===== src/rtl/vc_writeback_unit.sv =====
// Victim-cache writeback engine: latches one evicted line and its line address,
// drives it to physical memory until acknowledged, then pulses done and counts it.
module vc_writeback_unit #(
   parameter logic [15:0] COUNT_SAT = 16'hFFFF
) (
   input  logic         clk,
   input  logic         reset_n,
   input  logic         wb_req,
   input  logic [1:0]   wb_way,
   input  logic [15:0]  wb_addr,
   input  logic [127:0] data_in_A,
   input  logic [127:0] data_in_B,
   input  logic [127:0] data_in_C,
   input  logic [127:0] data_in_D,
   output logic         wb_ready,
   output logic         wb_done,
   output logic         pmem_write,
   output logic [15:0]  pmem_address,
   output logic [127:0] pmem_wdata,
   input  logic         pmem_resp,
   output logic [15:0]  wb_count
);

   typedef enum logic [1:0] {IDLE, WRITE, DONE} state_e;

   state_e        state_q, state_d;
   logic          pmem_write_q, pmem_write_d;
   logic          wb_done_q, wb_done_d;
   logic [15:0]   addr_q, addr_d;
   logic [127:0]  line_q, line_d;
   logic [15:0]   wb_count_q, wb_count_d;

   // The line buffer is loaded only on acceptance, so later array writes to the
   // captured way cannot disturb a transfer already in flight.
   always_comb begin
      state_d      = state_q;
      pmem_write_d = pmem_write_q;
      wb_done_d    = 1'b0;
      addr_d       = addr_q;
      line_d       = line_q;
      wb_count_d   = wb_count_q;
      case (state_q)
         IDLE: begin
            if (wb_req) begin
               case (wb_way)
                  2'b00:   line_d = data_in_A;
                  2'b01:   line_d = data_in_B;
                  2'b10:   line_d = data_in_C;
                  default: line_d = data_in_D;
               endcase
               addr_d       = {wb_addr[15:4], 4'h0};
               pmem_write_d = 1'b1;
               state_d      = WRITE;
            end
         end
         WRITE: begin
            if (pmem_resp) begin
               pmem_write_d = 1'b0;
               wb_done_d    = 1'b1;
               state_d      = DONE;
               // Counter sticks at its ceiling rather than wrapping to zero.
               if (wb_count_q != COUNT_SAT) begin
                  wb_count_d = wb_count_q + 16'd1;
               end
            end
         end
         DONE: begin
            state_d = IDLE;
         end
         default: begin
            state_d      = IDLE;
            pmem_write_d = 1'b0;
         end
      endcase
   end

   always_ff @(posedge clk or negedge reset_n) begin
      if (!reset_n) begin
         state_q      <= IDLE;
         pmem_write_q <= 1'b0;
         wb_done_q    <= 1'b0;
         addr_q       <= 16'h0000;
         line_q       <= '0;
         wb_count_q   <= 16'h0000;
      end else begin
         state_q      <= state_d;
         pmem_write_q <= pmem_write_d;
         wb_done_q    <= wb_done_d;
         addr_q       <= addr_d;
         line_q       <= line_d;
         wb_count_q   <= wb_count_d;
      end
   end

   assign wb_ready     = (state_q == IDLE);
   assign wb_done      = wb_done_q;
   assign pmem_write   = pmem_write_q;
   assign pmem_address = addr_q;
   assign pmem_wdata   = line_q;
   assign wb_count     = wb_count_q;

endmodule

===== config.mk =====
export PLATFORM = sky130hd
export DESIGN_NAME = vc_writeback_unit
export DESIGN_NICKNAME = d
export VERILOG_FILES = /design/src/rtl/vc_writeback_unit.sv
export SDC_FILE = /design/constraint.sdc
export NUM_CORES = 1
export LEC_CHECK = 0
export CAP_MARGIN = 0
export CORE_AREA = 8 8 265 267
export DETAILED_ROUTE_END_ITERATION = 6
export DIE_AREA = 0 0 273 275
export HOLD_SLACK_MARGIN = 0.06
export PLACE_DENSITY_LB_ADDON = 0.05
export RECOVER_POWER = 25
export REMOVE_ABC_BUFFERS = 1
export SLEW_MARGIN = 10
export SYNTH_ARGS = -nofsm -noshare
export SYNTH_HDL_FRONTEND = slang
export SYNTH_SLANG_ARGS = --single-unit
export TNS_END_PERCENT = 30

===== constraint.sdc =====
create_clock -name clk -period 2.2 [get_ports clk]
set_input_delay 0.22 -clock clk [delete_from_list [all_inputs] [get_ports clk]]
set_output_delay 0.22 -clock clk [all_outputs]
set_load 0.02 [all_outputs]

**After elaboration in Yosys (flattened, before gate mapping)**

Cells that the tools add are included.
Widths: inputs -> output; s select.

- Bitwise gates (word level): 1
- Equality and inequality tests: 7
- Multiplexer cells: 9
- Reduce and logical (&&, ||, !) cells: 6
- Add/subtract/negate cells: 1

Operators with widths:

| cell | count |
|---|---|
| $pmux 128 s3 | 1 |
| $add 16x1->16 const B | 1 |
| $ne 16x16->1 const B | 1 |
| $reduce_and 3->1 | 2 |
| $eq 2x1->1 const B | 2 |
| $eq 2x2->1 const B | 2 |
| $logic_not 2->1 | 2 |
| $mux 1 | 4 |
| $mux 2 | 2 |
| $ne 2x2->1 const B | 2 |
| $pmux 2 s2 | 1 |
| $reduce_and 2->1 | 2 |
| $pmux 1 s3 | 1 |
| $not 1->1 | 1 |

- Input bits: 534
- Register bits: 160
- Output and inout port bits: 163

**Logic depth before layout (Yosys ltp)**

Gate-level depths: netlist of the first run.

- Depth in word-level cells: 3
- Depth in mapped cells: 6
- Gate-level depth less buffers: 5

**Least setup slack after synthesis of the first run**

No wires, ideal clock.

- Path kind: register to register
- From: register state_q[1]
- To: register line_q[100] (netlist: pmem_wdata[100])
- Period minus slack after synthesis: 1.960 ns
- Required time: 2.075 ns
- Stages on the path, launching flop included: 7
- Arrival: 1.835 ns
- Library setup time: 0.125 ns
- Setup slack: 0.240 ns
- Path through: dfrtp_1 nor2_1 and2_1 clkbuf_1 clkbuf_1 buf_2 mux2_2

- Cells in the longest elaborated chain, start to end: 2

Ends and longest elaborated chain:

| element | line | RTL |
|---|---|---|
| start: declaration | 26 | `state_e state_q, state_d;` |
| start signal: assignment | 86 | `state_q <= state_d;` |
| $logic_not 2->1 | n/a |  |
| net wb_ready | 15 | `output logic wb_ready,` |
| $reduce_and 2->1 (no source line) | n/a |  |
| end signal: assignment | 90 | `line_q <= line_d;` |
| end: declaration | 30 | `logic [127:0] line_q, line_d;` |

The timed path passes the listed nets, and every way through them passes these cells.
A chain may end at the register's enable or synchronous reset.

**Worst setup path in the final report of the first run**

- From: register state_q[1]
- To: output wb_ready

- Cells in the longest elaborated chain, start to end: 1

Ends and longest elaborated chain:

| element | line | RTL |
|---|---|---|
| $logic_not 2->1 | 95 | `assign wb_ready = (state_q == IDLE);` |
| end: declaration | 15 |  |

Every way passes these cells.

==> metrics, run 1 <==
io pins roughly 700; final worst path period need 1900 ps; failing checks max-capacitance violations, max-slew violations; clock buffer depth 2; Buf+Inv Stages, Crit Path 1; non-filler cells, final 2,132; Die Span Y about 280 um; Hold Path Origin wb_addr[14]; Max VDD drop 0.429 mV; fraction of registers with async set/reset 1.00; worst endpoint data arrival time around 1700 ps; GRT Residual Overflow 0; Post-DRT Antenna Nets 0; RR Startpoint state_q[1]; WL/cell 23.9 um; Pleak 6.67 nW; Distinct cells, synth 35; Sink Count 160; RePlAce Congestion approximately 0.74; final WL between 50,000 and 60,000 um; commonest non-fill, non-tap cell in the layout clkdlybuf4s50_1; DPL Wire Length 43,300 um; slowest cell on the critical path clkdlybuf4s50_1; WL met1 18,000 um; setup bufs post-CTS 0; CTS tree yes; PD cells 889 mW/mm2; Die Span X ~270 um; max incr delay on CP ~640 ps; 1st-pass router iterations 4; Pwr Total roughly 16 mW; largest net degree at the start of global routing 56; max-cap violation count 1; first-pass GRT wire length 69,900 um; WL met3 3940 um; CP max FO 4; ys flop type dfrtp_1; EDFF count, synth 0; Tcrit/Tclk final 0.865; CTS root buf clkbuf_16; worst-path cell chain nor2_1 > clkdlybuf4s50_1; share of cells above drive strength 1 0.273; Largest delay share family, worst path buffers and inverters; Tightest Pin Transition 1520 ps; placement row count 95; Remaining DRCs 0; area grow syn2layout 96.8%; Mean Syn Cell Area 16.7 um2; Required @ worst endpoint around 2000 ps; WL met2 28,300 um; Clock Pin Slew Worst Setup and Hold Paths 80 ps; Rel. slew slack -0.0143; Setup Crit Path Kind register to output port; Worst Hold Class input port to register; Slew Viols, Final 43; Net count, final 1,780; crit path capture type output port; Setup WS pre-CTS 99.4 ps; Layout Skew approximately 13 ps; Final WS setup 297 ps; initial antenna violation count 5; I/O Buffers 688; Iter 0 DRT Violations 277; Max Fclk 0.525 GHz; Syn Inst Count 547; outcome finished with violations; Final Hold Vio Count 0; Core Area 0.0663 mm2; endpoints failing setup 0; clock latency on the worst-skew pair 480 ps; post-synthesis sequential area ratio 0.438; DR vias 7,961; Worst Setup SP state_q[1]; Num CTS Buffers 17; most frequent cells in the layout 685 x clkdlybuf4s50_1, 160 x dfrtp_1, 141 x mux2_2; post-CTS sizing 0; cell area after synthesis 0.00914 mm2; dpl cells ~2,100; Vias/cell 3.73; top layer in use met5; Ys Warns 0; vias in the first global route 9,234; H-tree depth 4; die area 0.0751 mm2; CTS Hold Bufs 1; RSZ-0062 raised after global routing false; fillers 6,825; gr usage total 0.132; Starting Density 0.138; Seq cells post-synth 160; CP Launch Type register
-- routing by layer --
layer  vias to the layer above  GRT usage
met5                         -          0
met4                         6     0.0355
met2                       315      0.249
li1                       3602          -
met1                      3998      0.135
met3                        40     0.0509
-- layout make-up --
| type | instances | area (um2) | area share |
|---|---|---|---|
| repair buffers | 726 | 7380 | 0.410 |
| multi-input cells | 335 | 4900 | 0.272 |
| flip-flops and latches | 160 | 4000 | 0.223 |
| well taps | 873 | 1090 | 0.0607 |
| clock buffers | 18 | 429 | 0.0239 |
| clock inverters | 14 | 169 | 0.00939 |
| inverters | 5 | 18.8 | 0.00104 |
| diodes | 1 | 2.50 | 0.000139 |
-- cell usage after synthesis, types with 3 or more instances --
cell type / instances / area share
dfrtp_1: 160 / 0.44
nor2_1: 3 / 0.0012
a21oi_1: 5 / 0.0027
nand4_1: 3 / 0.0021
clkbuf_1: 18 / 0.0074
xor2_1: 8 / 0.0077
buf_2: 26 / 0.014
mux2_2: 141 / 0.17
mux4_2: 128 / 0.32
nand2_1: 6 / 0.0025
buf_4: 4 / 0.0033
nor3_1: 9 / 0.0049
inv_1: 5 / 0.0021
nand3_1: 4 / 0.0022
-- flip-flops by register name, indices dropped and copies added (netlist names) --
name and cells:
pmem_wdata 128, state_q 2, wb_done 1, pmem_address 12
wb_count 16, pmem_write 1
-- worst register-to-register path, delay by kind of cell, from the launching register on --
family / cells / cell delay, ps
mux: 1 / 320
buf+inv: 1 / 250
simple gates: 3 / 790
flops: 1 / 410
-- worst paths after layout --
kind | to | slack (ps) | cells past startpoint
worst max-delay path | wb_ready | 300 | 2
worst min-delay path | pmem_address[14] | 350 | 2
worst max register to register | wb_count[12] | 310 | 5
worst min register to register | state_q[0] | 480 | 1
max in group asynchronous | pmem_wdata[84] | 500 | 3
min in group asynchronous | pmem_wdata[9] | 640 | 2
-- kinds of logic after synthesis --
family / after synthesis / share of synthesized area
adders and majority gates: 1 / 0.00137
and+or+nand+nor: 40 / 0.0260
xor gates and xnor gates: 9 / 0.00862
AOI/OAI and AO/OA: 10 / 0.00630
muxes: 271 / 0.491
DFF: 160 / 0.438
other: 1 / 0.000410
buffers and inverters: 55 / 0.0279
-- metrics by stage --
stage           util  area, um2  setup TNS [ps]  hold WS [ps]
6_report       0.271      18000               0           353
2_1_floorplan      -       8920         -337490         -75.6
5_1_grt        0.271      18000               0           315
3_5_place_dp   0.262      17400               0           243
3_3_place_gp   0.262      17400               0           240
4_1_cts        0.271      18000               0           263
-- where the power goes --
| part | leakage, nW | internal [mW] | total [mW] | switching, mW |
|---|---|---|---|---|
| sequential | 1.89 | 4.14 | 4.77 | 0.626 |
| clock | 0.284 | 1.71 | 3.16 | 1.45 |
| combinational | 4.49 | 4.34 | 8.06 | 3.71 |
(Power assumes the default switching activity.)
==> inputs of run 2 (changes only) <==
SLEW_MARGIN = 20   (was 10)
==> results of run 2 <==
No change in the layout: final DEF, timing and power equal those of run 1.
==> inputs of run 3 (changes only) <==
GPL_TIMING_DRIVEN = 0   (was unset)
==> run 3 against run 2 <==
The run now ends clean. Routed wire length is essentially flat. Sequential cell count is the same. Combinational power fell by 1%. Register-to-register slack got worse by 230 ps. Non-clock buffer count decreased by 25. Sequential power about the same. Power about the same. Largest cell class unchanged.
==> metrics, run 3 (synthesized netlist as in run 1, its figures left out) <==
outcome finished, final reports clean (was finished with violations); die area 0.0751 mm2 (unchanged); largest net degree at the start of global routing 79 (was 56); non-filler cells, final 2,108 (was 2,132); 1st-pass router iterations 4 (unchanged); DPL Wire Length 41,800 um (was 43,300 um); placement row count 95 (unchanged); Pleak 6.55 nW (was 6.67 nW); Worst Hold Class input port to asynchronous set/reset pin (was input port to register); Required @ worst endpoint 2570 ps (was 1980 ps); Multi-input gate area 0.00490 mm2 (about the same); Remaining DRCs 0 (unchanged); slowest cell on the critical path nor4_2 (was clkdlybuf4s50_1); max incr delay on CP 600 ps (was 640 ps); post-CTS sizing 0 (unchanged); M3 GR Usage 0.0545 (was 0.0509); Largest register FFs 128 (unchanged); Layout Skew 8.97 ps (was 12.6 ps); Max Fclk 0.473 GHz (was 0.525 GHz); max-cap violation count 0 (was 1); Rel. slew slack 0.551 (was -0.0143); dpl cells 2,069 (was 2,098); DR vias 7,995 (was 7,961); gr usage total 0.132 (about the same); Max VDD drop 0.560 mV (was 0.429 mV); setup TNS 0 ps (unchanged); Clock Pin Slew Worst Setup and Hold Paths 70 ps (was 80 ps); Iter 0 DRT Violations 216 (was 277); worst-path cell chain ha_1 > nand4_1 > nor4_2 > nor2_1 > mux2_1 (was nor2_1 > clkdlybuf4s50_1); share of cells above drive strength 1 0.259 (was 0.273); RSZ-0062 raised after global routing true (was false); Post-DRT Antenna Nets 0 (unchanged); CTS tree yes (unchanged); GRT Residual Overflow 0 (unchanged); Worst Setup SP wb_count[0] (was state_q[1]); met1 Track Usage GR 0.132 (was 0.135); Core Area 0.0663 mm2 (unchanged); area grow syn2layout 94.4% (was 96.8%); CP max FO 5 (was 4); gr busiest metal met2 (unchanged); initial antenna violation count 7 (was 5); commonest non-fill, non-tap cell in the layout clkdlybuf4s50_1 (unchanged); PD cells 900 mW/mm2 (was 889 mW/mm2); io pins 697 (unchanged); hold_ws 294 ps (was 353 ps); Die Span Y 275 um (unchanged); fillers 6,874 (was 6,825); Setup WS pre-CTS -375 ps (was 99.4 ps); Vias/cell 3.79 (was 3.73); RePlAce Congestion 0.742 (about the same); Final Hold Vio Count 0 (unchanged); Final WS setup 83.7 ps (was 297 ps); Die Span X 273 um (unchanged); area post-placement 0.0171 mm2 (was 0.0174 mm2); final WL 50,900 um (about the same); CTS root buf clkbuf_16 (unchanged); GR Layer Usage met2 0.244 (was 0.249); worst endpoint data arrival time 2480 ps (was 1680 ps); Net count, final 1,756 (was 1,780); Tightest Pin Transition 673 ps (was 1520 ps); WL/cell 24.1 um (was 23.9 um); Num CTS Buffers 17 (unchanged); H-tree depth 4 (unchanged); RR Startpoint wb_count[0] (was state_q[1]); CP Launch Type register (unchanged); first-pass GRT wire length 70,000 um (was 69,900 um); crit path capture type register (was output port); Setup Crit Path Kind register to register (was register to output port); endpoints failing setup 0 (unchanged); vias in the first global route 9,207 (was 9,234); most frequent cells in the layout 685 x clkdlybuf4s50_1, 160 x dfrtp_1, 141 x mux2_2 (unchanged); final worst path period need 2120 ps (was 1900 ps); clock buffer depth 2 (unchanged); Starting Density 0.138 (unchanged); clock latency on the worst-skew pair 480 ps (about the same); Slew Viols, Final 0 (was 43); Sink Count 160 (unchanged); Tcrit/Tclk final 0.962 (was 0.865); register area 0.00400 mm2 (unchanged); fin area 0.0178 mm2 (was 0.0180 mm2); I/O Buffers 688 (unchanged)
-- run 3: worst paths after layout --
check	endpoint	cells past startpoint	slack, ps
min reg2reg	state_q[0]	1	480
max reg2reg	wb_count[1]	5	80
max in group asynchronous	pmem_wdata[91]	3	1000
min	pmem_wdata[35]	2	290
min in group clk	pmem_address[8]	2	350
max	wb_count[1]	5	80
-- run 3: power by group --
group | switching [mW] | internal [mW]
logic | 3.69 | 4.28
clock network | 1.46 | 1.80
registers | 0.618 | 4.14
total | 5.77 | 10.2
-- run 3: timing repair --
action                                  in CTS  in global routing
buffers inserted                             3                  1
endpoints found under the setup margin       1                 25
endpoints found under the hold margin      160                  0
pin swaps                                    0                  1
cloned                                       0                  1
hold buffers                                 1                  0
-- run 3: layout make-up --
type / count / area share
Clock inverter: 15 / 0.0103
Timing Repair Buffer: 701 / 0.402
Clock buffer: 17 / 0.0239
Multi-Input combinational cell: 336 / 0.276
Tap cell: 873 / 0.0615
Sequential cell: 160 / 0.225
Inverter: 5 / 0.00106
Antenna cell: 1 / 0.000141
-- run 3: layer usage --
layer  share of wire  vias up
met5          0.0010        -
met4           0.021        8
met3           0.086       47
met2            0.55      336
met1            0.34     4046
li1                -     3558
-- run 3: through the flow --
stage / utilization / total power, mW
floorplan: - / 8.19
global placement: 0.255 / 13.4
detailed placement: 0.258 / 13.0
CTS: 0.268 / 16.5
global route: 0.268 / 17.0
finish: 0.268 / 16.0
-- run 3: critical path, delay by kind of cell, from the launching register on --
kind | cells | cell delay [ps]
mux | 1 | 340
simple gates | 3 | 980
fa+ha+maj | 1 | 260
flops | 1 | 420
